$ cat src/rtl/mux_rr_scheduler_if.sv
`default_nettype none
// ============================================================================
// Module   : mux_rr_scheduler_if
// Brief    : Lane-side and output-side handshake bundle for mux_rr_scheduler.
// Revision : 1.0
// ============================================================================
interface mux_rr_scheduler_if #(
    parameter int N_LANES = 4,
    parameter int DATA_W  = 8
);
    localparam int LANE_W = $clog2(N_LANES);

    logic [N_LANES-1:0]        lane_valid;
    logic [N_LANES*DATA_W-1:0] lane_data;
    logic [N_LANES-1:0]        lane_en;
    logic [N_LANES-1:0]        lane_ready;
    logic                      out_valid;
    logic [DATA_W-1:0]         out_data;
    logic [LANE_W-1:0]         out_lane;
    logic                      out_ready;
    logic                      idle;

    modport master (
        output lane_valid, lane_data, lane_en, out_ready,
        input  lane_ready, out_valid, out_data, out_lane, idle
    );

    modport slave (
        input  lane_valid, lane_data, lane_en, out_ready,
        output lane_ready, out_valid, out_data, out_lane, idle
    );
endinterface
`default_nettype wire

$ cat src/rtl/mux_rr_scheduler.sv
`default_nettype none
// ============================================================================
// Module   : mux_rr_scheduler
// Brief    : Round-robin burst scheduler sharing one registered output lane.
// Revision : 1.0
// ============================================================================
module mux_rr_scheduler #(
    parameter int N_LANES   = 4,
    parameter int DATA_W    = 8,
    parameter int BURST_MAX = 4
) (
    input wire clk,
    input wire reset,
    mux_rr_scheduler_if.slave bus
);
    localparam int LANE_W = $clog2(N_LANES);
    localparam int CNT_W  = $clog2(BURST_MAX + 1);
    localparam logic [CNT_W-1:0] LAST_BEAT = CNT_W'(BURST_MAX - 1);

    typedef enum logic [0:0] {
        S_IDLE  = 1'b0,
        S_GRANT = 1'b1
    } state_t;

    state_t              state_q;
    logic [LANE_W-1:0]   rr_ptr_q;
    logic [LANE_W-1:0]   grant_q;
    logic [CNT_W-1:0]    burst_cnt_q;
    logic                out_valid_q;
    logic [DATA_W-1:0]   out_data_q;
    logic [LANE_W-1:0]   out_lane_q;

    logic [N_LANES-1:0]  w_req;
    logic [LANE_W-1:0]   w_pick_d;
    logic [LANE_W-1:0]   w_idx;
    logic                w_found;
    logic                w_sel_valid;
    logic                w_sel_en;
    logic [DATA_W-1:0]   w_sel_data;
    logic                w_can_accept;
    logic                w_xfer;
    logic                w_leave;
    logic [N_LANES-1:0]  w_lane_ready;

    assign w_req        = bus.lane_valid & bus.lane_en;
    assign w_sel_valid  = bus.lane_valid[grant_q];
    assign w_sel_en     = bus.lane_en[grant_q];
    assign w_sel_data   = bus.lane_data[int'(grant_q)*DATA_W +: DATA_W];
    assign w_can_accept = w_sel_en & (~out_valid_q | bus.out_ready);
    assign w_xfer       = (state_q == S_GRANT) & w_sel_valid & w_can_accept;
    // A stalled lane keeps its grant; only the last beat or a lost request ends it.
    assign w_leave      = (w_xfer & (burst_cnt_q == LAST_BEAT)) | ~w_sel_valid | ~w_sel_en;

    // First requesting lane at or after the round-robin pointer, wrapping.
    always_comb begin
        w_pick_d = rr_ptr_q;
        w_idx    = '0;
        w_found  = 1'b0;
        for (int k = 0; k < N_LANES; k++) begin
            w_idx = rr_ptr_q + LANE_W'(k);
            if (!w_found && w_req[w_idx]) begin
                w_pick_d = w_idx;
                w_found  = 1'b1;
            end
        end
    end

    always_comb begin
        w_lane_ready = '0;
        if (state_q == S_GRANT && w_can_accept) begin
            w_lane_ready[grant_q] = 1'b1;
        end
    end

    always_ff @(posedge clk) begin
        if (reset) begin
            state_q     <= S_IDLE;
            rr_ptr_q    <= '0;
            grant_q     <= '0;
            burst_cnt_q <= '0;
            out_valid_q <= 1'b0;
            out_data_q  <= '0;
            out_lane_q  <= '0;
        end else begin
            if (w_xfer) begin
                out_data_q  <= w_sel_data;
                out_lane_q  <= grant_q;
                out_valid_q <= 1'b1;
            end else if (bus.out_ready) begin
                out_valid_q <= 1'b0;
            end

            case (state_q)
                S_IDLE: begin
                    if (w_req != '0) begin
                        grant_q     <= w_pick_d;
                        burst_cnt_q <= '0;
                        state_q     <= S_GRANT;
                    end
                end
                S_GRANT: begin
                    if (w_xfer) begin
                        burst_cnt_q <= burst_cnt_q + 1'b1;
                    end
                    if (w_leave) begin
                        state_q  <= S_IDLE;
                        rr_ptr_q <= grant_q + 1'b1;
                    end
                end
                default: state_q <= S_IDLE;
            endcase
        end
    end

    assign bus.lane_ready = w_lane_ready;
    assign bus.out_valid  = out_valid_q;
    assign bus.out_data   = out_data_q;
    assign bus.out_lane   = out_lane_q;
    assign bus.idle       = (state_q == S_IDLE) & ~out_valid_q;
endmodule
`default_nettype wire

$ cat src/flat_wrapper.sv
// flat-port wrapper written by rule: the top's interface ports become plain ports
module mux_rr_scheduler_flat 
#(
    parameter int N_LANES   = 4,
    parameter int DATA_W    = 8,
    parameter int BURST_MAX = 4
)
  (clk, reset, bus_lane_valid, bus_lane_data, bus_lane_en, bus_out_ready, bus_lane_ready, bus_out_valid, bus_out_data, bus_out_lane, bus_idle);
  mux_rr_scheduler_if #(.N_LANES(N_LANES), .DATA_W(DATA_W)) bus_i ();
  input wire clk;
  input wire reset;
  input wire logic [$bits(bus_i.lane_valid)-1:0] bus_lane_valid;
  input wire logic [$bits(bus_i.lane_data)-1:0] bus_lane_data;
  input wire logic [$bits(bus_i.lane_en)-1:0] bus_lane_en;
  input wire logic [$bits(bus_i.out_ready)-1:0] bus_out_ready;
  output wire logic [$bits(bus_i.lane_ready)-1:0] bus_lane_ready;
  output wire logic [$bits(bus_i.out_valid)-1:0] bus_out_valid;
  output wire logic [$bits(bus_i.out_data)-1:0] bus_out_data;
  output wire logic [$bits(bus_i.out_lane)-1:0] bus_out_lane;
  output wire logic [$bits(bus_i.idle)-1:0] bus_idle;
  assign bus_i.lane_valid = bus_lane_valid;
  assign bus_i.lane_data = bus_lane_data;
  assign bus_i.lane_en = bus_lane_en;
  assign bus_i.out_ready = bus_out_ready;
  assign bus_lane_ready = bus_i.lane_ready;
  assign bus_out_valid = bus_i.out_valid;
  assign bus_out_data = bus_i.out_data;
  assign bus_out_lane = bus_i.out_lane;
  assign bus_idle = bus_i.idle;
  mux_rr_scheduler #(.N_LANES(N_LANES), .DATA_W(DATA_W), .BURST_MAX(BURST_MAX)) u_core (.clk(clk), .reset(reset), .bus(bus_i));
endmodule
$ cat config.mk
export PLATFORM = sky130hd
export DESIGN_NAME = mux_rr_scheduler_flat
export DESIGN_NICKNAME = d
export VERILOG_FILES = /design/src/rtl/mux_rr_scheduler_if.sv /design/src/rtl/mux_rr_scheduler.sv /design/src/flat_wrapper.sv
export SDC_FILE = /design/constraint.sdc
export NUM_CORES = 1
export LEC_CHECK = 0
export BUFFER_PORTS_ARGS = -buffer_cell sky130_fd_sc_hd__buf_2
export CAP_MARGIN = 20
export CORE_ASPECT_RATIO = 1.5
export CORE_MARGIN = 3
export CORE_UTILIZATION = 46
export DETAILED_ROUTE_END_ITERATION = 8
export GPL_TIMING_DRIVEN = 0
export PLACE_DENSITY = 0.79
export SLEW_MARGIN = 20
export SYNTH_ARGS = -nofsm -noshare
export SYNTH_HDL_FRONTEND = slang
export SYNTH_SLANG_ARGS = --single-unit
$ cat constraint.sdc
create_clock -name clk -period 2.66 [get_ports clk]
set_clock_uncertainty 0.1 [all_clocks]
set_input_delay 0 -clock clk [delete_from_list [all_inputs] [get_ports clk]]
set_output_delay 0 -clock clk [all_outputs]
set_load 0.005 [all_outputs]
==> metrics.cfg, run 1 <==
[synthesis]
ys_ff_latch = 19
area_share_of_the_largest_cell_type_after_synthesis = 0.3043
ys.warnings.count = 0
synth_top_family_by_area = multiplexers
yosys-top-cells-area = dfxtp_1 30%, mux2i_1 14%, mux4_2 7.2%, ha_1 6.0%, mux4_1 4.2%
synthesis.area_per_instance_um2 = 9.542
ys_dominant_reg_cell = dfxtp_1
share_of_the_yosys_chip_area_belonging_to_registers = 0.3043
synth_simple_gate_area_share = 0.1832
synth_cells = 131
synth_xor_area_frac = 0
yosys-mux-area-fraction = 0.2583
post_synth_num_cell_types = 34
synth_adder_area_share = 0.06006
syn_area_um2 = 1250
yosys.area.top_type = dfxtp_1
compound_cell_area_share_of_the_yosys_netlist = 0.1411
synthesis.nets = 180
yosys-top-cells-count = 19 x dfxtp_1, 18 x mux2i_1, 14 x nor2_1
async_s_r_ff_share_synth = 0
synth-edff-count = 0
synth.most_common_cell = dfxtp_1

[timing]
layout_worst_path_cycle_share = 0.7910
worst_slack_ns = 0.5559
max-slew-margin-rel = 0.7014
max_slew.worst_pin.slew_ns = 0.4479
slew_viol_final = 0
max_freq_mhz = 475.3
setup_violations = 0
fin_crit_ns = 2.104
grt_setup_unrepaired = false
finalHoldWorstSlack_ns = 0.02255
final.setup.tns_ns = 0
finalHoldViolations = 0

[placed_design]
post-place-ws_ns = 0.6646
dpl.hpwl_um = 2662
gpl.final_weighted_congestion = 0.8109
post-place-cells = 225
portBuffers = 58
post_dp_cell_area_um2 = 1585

[power]
power_density_nw_per_um2 = 386.9
power.ir.vdd_worst_uv = 351.9
static-leakage-power_nw = 0.7533
power.total_mw = 0.6622

[cts]
clk-insertion-delay-late_ns = 0.30
ctsHoldBuffers = 10
max-clock-path-buffers = 2
cts_num_sinks = 19
path_clk_slew_ns = 0.11
post_cts.resized_instances = 0
cts-htree-levels = 1
cts_buffers = 3
tritoncts_clock_tree = done
post_cts.repair.setup_buffers = 0
clk_root_buffer_cell = clkbuf_4

[finish]
finalCoreUtilization = 0.6759
post_route_cells_drive_above_1_share = 0.3498
finish.net_count = 253
final-instance-count-excl-fill = 239
post-route-cell-area_um2 = 1712
number_of_diodes = 0
areaGrowthSynthToFinish_pct = 36.94

[grt]
grt_pass1_wl_um = 5595
maximum_number_of_pins_on_one_net_before_global_route_repair = 11
antenna_violations_before_repair = 0
first_global_vias = 1386
gr-total-overflow = 0
total_routing_usage_gr = 0.2066

[die]
io_pins = 59
die_h_um = 69.84
die_area_um2 = 3391
floorplan.rows = 22
core-area_um2 = 2532
chipWidth_um = 48.56
start_util = 0.4936

[worst_setup_path]
worst-path-max-fanout = 9
worst-endpoint-arrival_ns = 2.00
critPathRequiredTime_ns = 2.56
worstSetupPathType = reg2out
crit_end_category = output port
cp-start-kind = flop

[detailed_routing]
drt.antenna.violating_nets = 0
postRouteWirelength_um = 3378
detail_route.first_pass.iterations = 4
drcViolationCount = 0
via_per_inst = 5.402
dr_total_vias = 1291
wl_cell_um = 14.13
detail_route.iter0.violations = 28

[outcome]
outcome = finished, final reports clean

[run]
max-cap-violations = 0

[worst_hold_path]
hold_path.class = in2reg

## logic make-up (layout without fill, tap and decap cells)
group,count (synthesis),in the layout
AND/OR/NAND/NOR,44,44
AO/OA/AOI/OAI,25,25
multiplexers,24,24
flip-flops,19,19
buffers and inverters,13,85
adder cells (fa/ha/maj),6,6
## worst max-delay path, cell delays in order, from the launching register on
cell and delay [ns]:
dfxtp_1 0.39, buf_6 0.19, mux4_2 0.58, and3_1 0.25, and2_1 0.17, buf_2 0.12
## power by group
part / internal, mW / total [mW] / switching (mW)
logic: 0.111 / 0.207 / 0.0963
clock network: 0.0585 / 0.146 / 0.0878
registers: 0.299 / 0.309 / 0.0105
total: 0.468 / 0.662 / 0.195
## cell type report
cell class | count | area [um2]
clock buffer | 4 | 26.28
sequential | 19 | 380.4
buffer | 7 | 43.79
timing repair buffer | 68 | 390.4
fill | 225 | 820.8
inverter | 6 | 22.52
tap | 36 | 45.04
multi-input combinational | 99 | 803.3
## path summary, 6_finish.rpt
kind	from	endpoint	slack, ns	cells after the start
setup / recovery	u_core.grant_q[0]$_SDFFE_PP0P_	bus_lane_ready[2]	0.56	5
hold / removal	bus_lane_valid[3]	u_core.grant_q[0]$_SDFFE_PP0P_	0.02	4
setup reg to reg	u_core.grant_q[0]$_SDFFE_PP0P_	u_core.bus.out_data[4]$_SDFFE_PP0P_	0.64	6
hold reg to reg	u_core.burst_cnt_q[2]$_SDFFE_PP0P_	u_core.burst_cnt_q[2]$_SDFFE_PP0P_	0.39	2
## cell usage in the layout, fill, tap and decap left out, drive strengths merged
| cell | n |
|---|---|
| a31oi | 2 |
| o311a | 1 |
| clkbuf | 7 |
| a221o | 1 |
| a22o | 1 |
| nand4 | 3 |
| and2 | 6 |
| dfxtp | 19 |
| o31ai | 1 |
| nor2b | 1 |
| ha | 6 |
| nand3b | 2 |
| inv | 6 |
| and3 | 1 |
| buf | 62 |
| o22ai | 4 |
| nand2 | 8 |
| or2b | 2 |
| or3 | 1 |
| dlygate4sd3 | 10 |
| a222oi | 1 |
| nand2b | 1 |
| mux4 | 6 |
| nor2 | 14 |
| o221ai | 1 |
| a311o | 1 |
| and4 | 1 |
| mux2i | 18 |
| a21o | 1 |
| o21ai | 3 |
| and3b | 1 |
| a21oi | 8 |
| nand3 | 3 |
## state kept, by name (all words and copies together), names as in the netlist
| register | cells |
|---|---|
| u_core.rr_ptr_q | 2 |
| u_core.bus.out_valid | 1 |
| u_core.bus.out_data | 8 |
| u_core.grant_q | 2 |
| u_core.bus.out_lane | 2 |
| u_core.state_q | 1 |
| u_core.burst_cnt_q | 3 |
## per-layer routing
layer  track usage  share of wire  vias to the layer above
li1              -              -                      627
met1        0.1925           0.36                      602
met2        0.4141           0.55                       53
met3       0.03656          0.059                        9
met4        0.1013          0.024                        0
met5             0              0                        -
Note: power is estimated with default switching activity, not from simulation.
==> inputs of run 2 (changes only) <==
- CORE_UTILIZATION: 46 -> 41
- PLACE_DENSITY: 0.79 -> 0.75
- clock period: 2.66 -> 1.79 ns (I/O delays scaled with it)
==> metrics.cfg, run 2 (synthesized netlist as in run 1, its figures left out) <==
[power]
switching_power_mw = 0.3229
power.ir.vdd_worst_uv = 405.0
power_frac_clock = 0.276
power_report.internal_total_mw = 0.7829
power.share.combinational = 0.300
switching_share = 0.2920
static-leakage-power_nw = 0.7924
power.total_mw = 1.106
power.share.sequential = 0.424
power_density_nw_per_um2 = 608.3

[grt]
grt_pass1_wl_um = 5733
antenna_violations_before_repair = 0
total_routing_usage_gr = 0.2009
maximum_number_of_pins_on_one_net_before_global_route_repair = 12
gr-total-overflow = 0
first_global_vias = 1295

[worst_hold_path]
hold_path.class = in2reg
hp-start = bus_out_ready

[outcome]
outcome = complete, but fails checks
failed_checks = negative setup slack

[detailed_routing]
via_per_inst = 5.551
detail_route.iter0.violations = 34
postRouteWirelength_um = 3715
drt.antenna.violating_nets = 0
dr_total_vias = 1349
drcViolationCount = 0
wl_cell_um = 15.29
detail_route.first_pass.iterations = 4

[placed_design]
dpl.hpwl_um = 2718
post-place-ws_ns = -0.1654
post-place-cells = 226
portBuffers = 58
gpl.final_weighted_congestion = 0.8693

[worst_setup_path]
worst-endpoint-arrival_ns = 1.86
worst-path-max-fanout = 5
critPathRequiredTime_ns = 1.83
timing.critical_path.from = u_core.grant_q[0]$_SDFFE_PP0P_
regToRegEndpoint = u_core.bus.out_lane[1]$_SDFFE_PP0P_
worstSetupPathType = reg2reg
reg2reg_depth = 5
setup.worst_path.end = u_core.bus.out_lane[1]$_SDFFE_PP0P_
path_cells = mux4_2, buf_6, nand4_1, mux2i_1, nor2_1
reg2reg_slack_ns = -0.02
worst_path_max_delay_cell = mux4_2
cp-start-kind = flop
crit_path_max_incr_delay_ns = 0.58
crit_end_category = flop
r2r-start = u_core.grant_q[0]$_SDFFE_PP0P_

[timing]
fin_crit_ns = 1.813
slew_viol_final = 0
max-slew-margin-rel = 0.6711
max_slew.worst_pin.slew_ns = 0.4934
setup_violations = 2
grt_setup_unrepaired = true
layout_worst_path_cycle_share = 1.013
finalHoldWorstSlack_ns = 0.02719
finalHoldViolations = 0
max_freq_mhz = 551.6
final.setup.tns_ns = -0.04230
worst_slack_ns = -0.02296

[finish]
number_of_diodes = 0
post_route_cells_drive_above_1_share = 0.4272
largest_register_ffs = 8
finish.net_count = 256
final-instance-count-excl-fill = 243
areaGrowthSynthToFinish_pct = 45.45
final.fill_count = 243
layout.cells.most_common_list = 57 x buf_2, 17 x mux2i_1, 16 x dfxtp_1
mostFrequentLayoutCell = buf_2

[die]
core-area_um2 = 2791
floorplan.rows = 23
die_area_um2 = 3761
start_util = 0.4478
chipWidth_um = 51.08
die_h_um = 73.63
io_pins = 59

[run]
max-cap-violations = 0

[cts]
cts_num_sinks = 19
tritoncts_clock_tree = done
path_clk_slew_ns = 0.08
clk-insertion-delay-late_ns = 0.26
max-clock-path-buffers = 2
cts-htree-levels = 1
clk_root_buffer_cell = clkbuf_8
cts_buffers = 3

run 2: power groups by stage:
| stage | Combinational [mW] | Sequential, mW | Clock, mW |
|---|---|---|---|
| 2_1_floorplan | 0.180 | 0.467 | 0 |
| 3_3_place_gp | 0.276 | 0.467 | 0 |
| 3_5_place_dp | 0.286 | 0.469 | 0 |
| 4_1_cts | 0.319 | 0.465 | 0.306 |
| 5_1_grt | 0.356 | 0.473 | 0.329 |
| 6_report | 0.332 | 0.469 | 0.305 |
run 2: timing repair:
action | CTS | global route
resized for setup | 4 | 15
hold buffers | 9 | 0
buffers inserted | 6 | 0
setup endpoints to repair | 16 | 19
pin swaps | 8 | 6
hold endpoints to repair | 5 | 0
run 2: worst min path at each step:
stage / end / cells after the start
floorplan: u_core.grant_q[1]$_SDFFE_PP0P_ / 3
global placement: u_core.bus.out_data[4]$_SDFFE_PP0P_ / 3
detailed placement: u_core.bus.out_data[0]$_SDFFE_PP0P_ / 3
CTS: u_core.bus.out_valid$_SDFFE_PP0P_ / 3
global route: u_core.bus.out_valid$_SDFFE_PP0P_ / 3
finish: u_core.bus.out_valid$_SDFFE_PP0P_ / 3
run 2: stage by stage:
stage	instance area (um2)	utilization
final	1818	0.6513
after global routing	1818	0.6513
after CTS	1783	0.6387
after detailed placement	1588	0.5688
after global placement	1588	0.5688
after floorplan	1251	-
run 2: area by class of cell:
type                       count  area, um2  area share
multi-input combinational     99      834.6      0.4591
timing repair buffer          73      441.7      0.2429
sequential                    19      386.6      0.2127
tap                           37      46.29     0.02546
clock buffer                   3      41.29     0.02271
buffer                         5      40.04     0.02202
inverter                       6      22.52     0.01239
clock inverter                 1      5.005    0.002753
run 2: critical path: cells and delay by family (launching register included):
kind	cells	cell delay, ns
muxes	2	0.80
DFF	1	0.39
and+or+nand+nor	2	0.27
buffers and inverters	1	0.15
run 2: routing by layer:
metal,routed length (um),share of wire,vias up,GRT usage
met5,0,0,-,0
met4,110,0.030,0,0.09581
met3,180,0.048,14,0.02637
met2,2107,0.57,54,0.3773
met1,1316,0.35,646,0.2156
li1,-,-,635,-
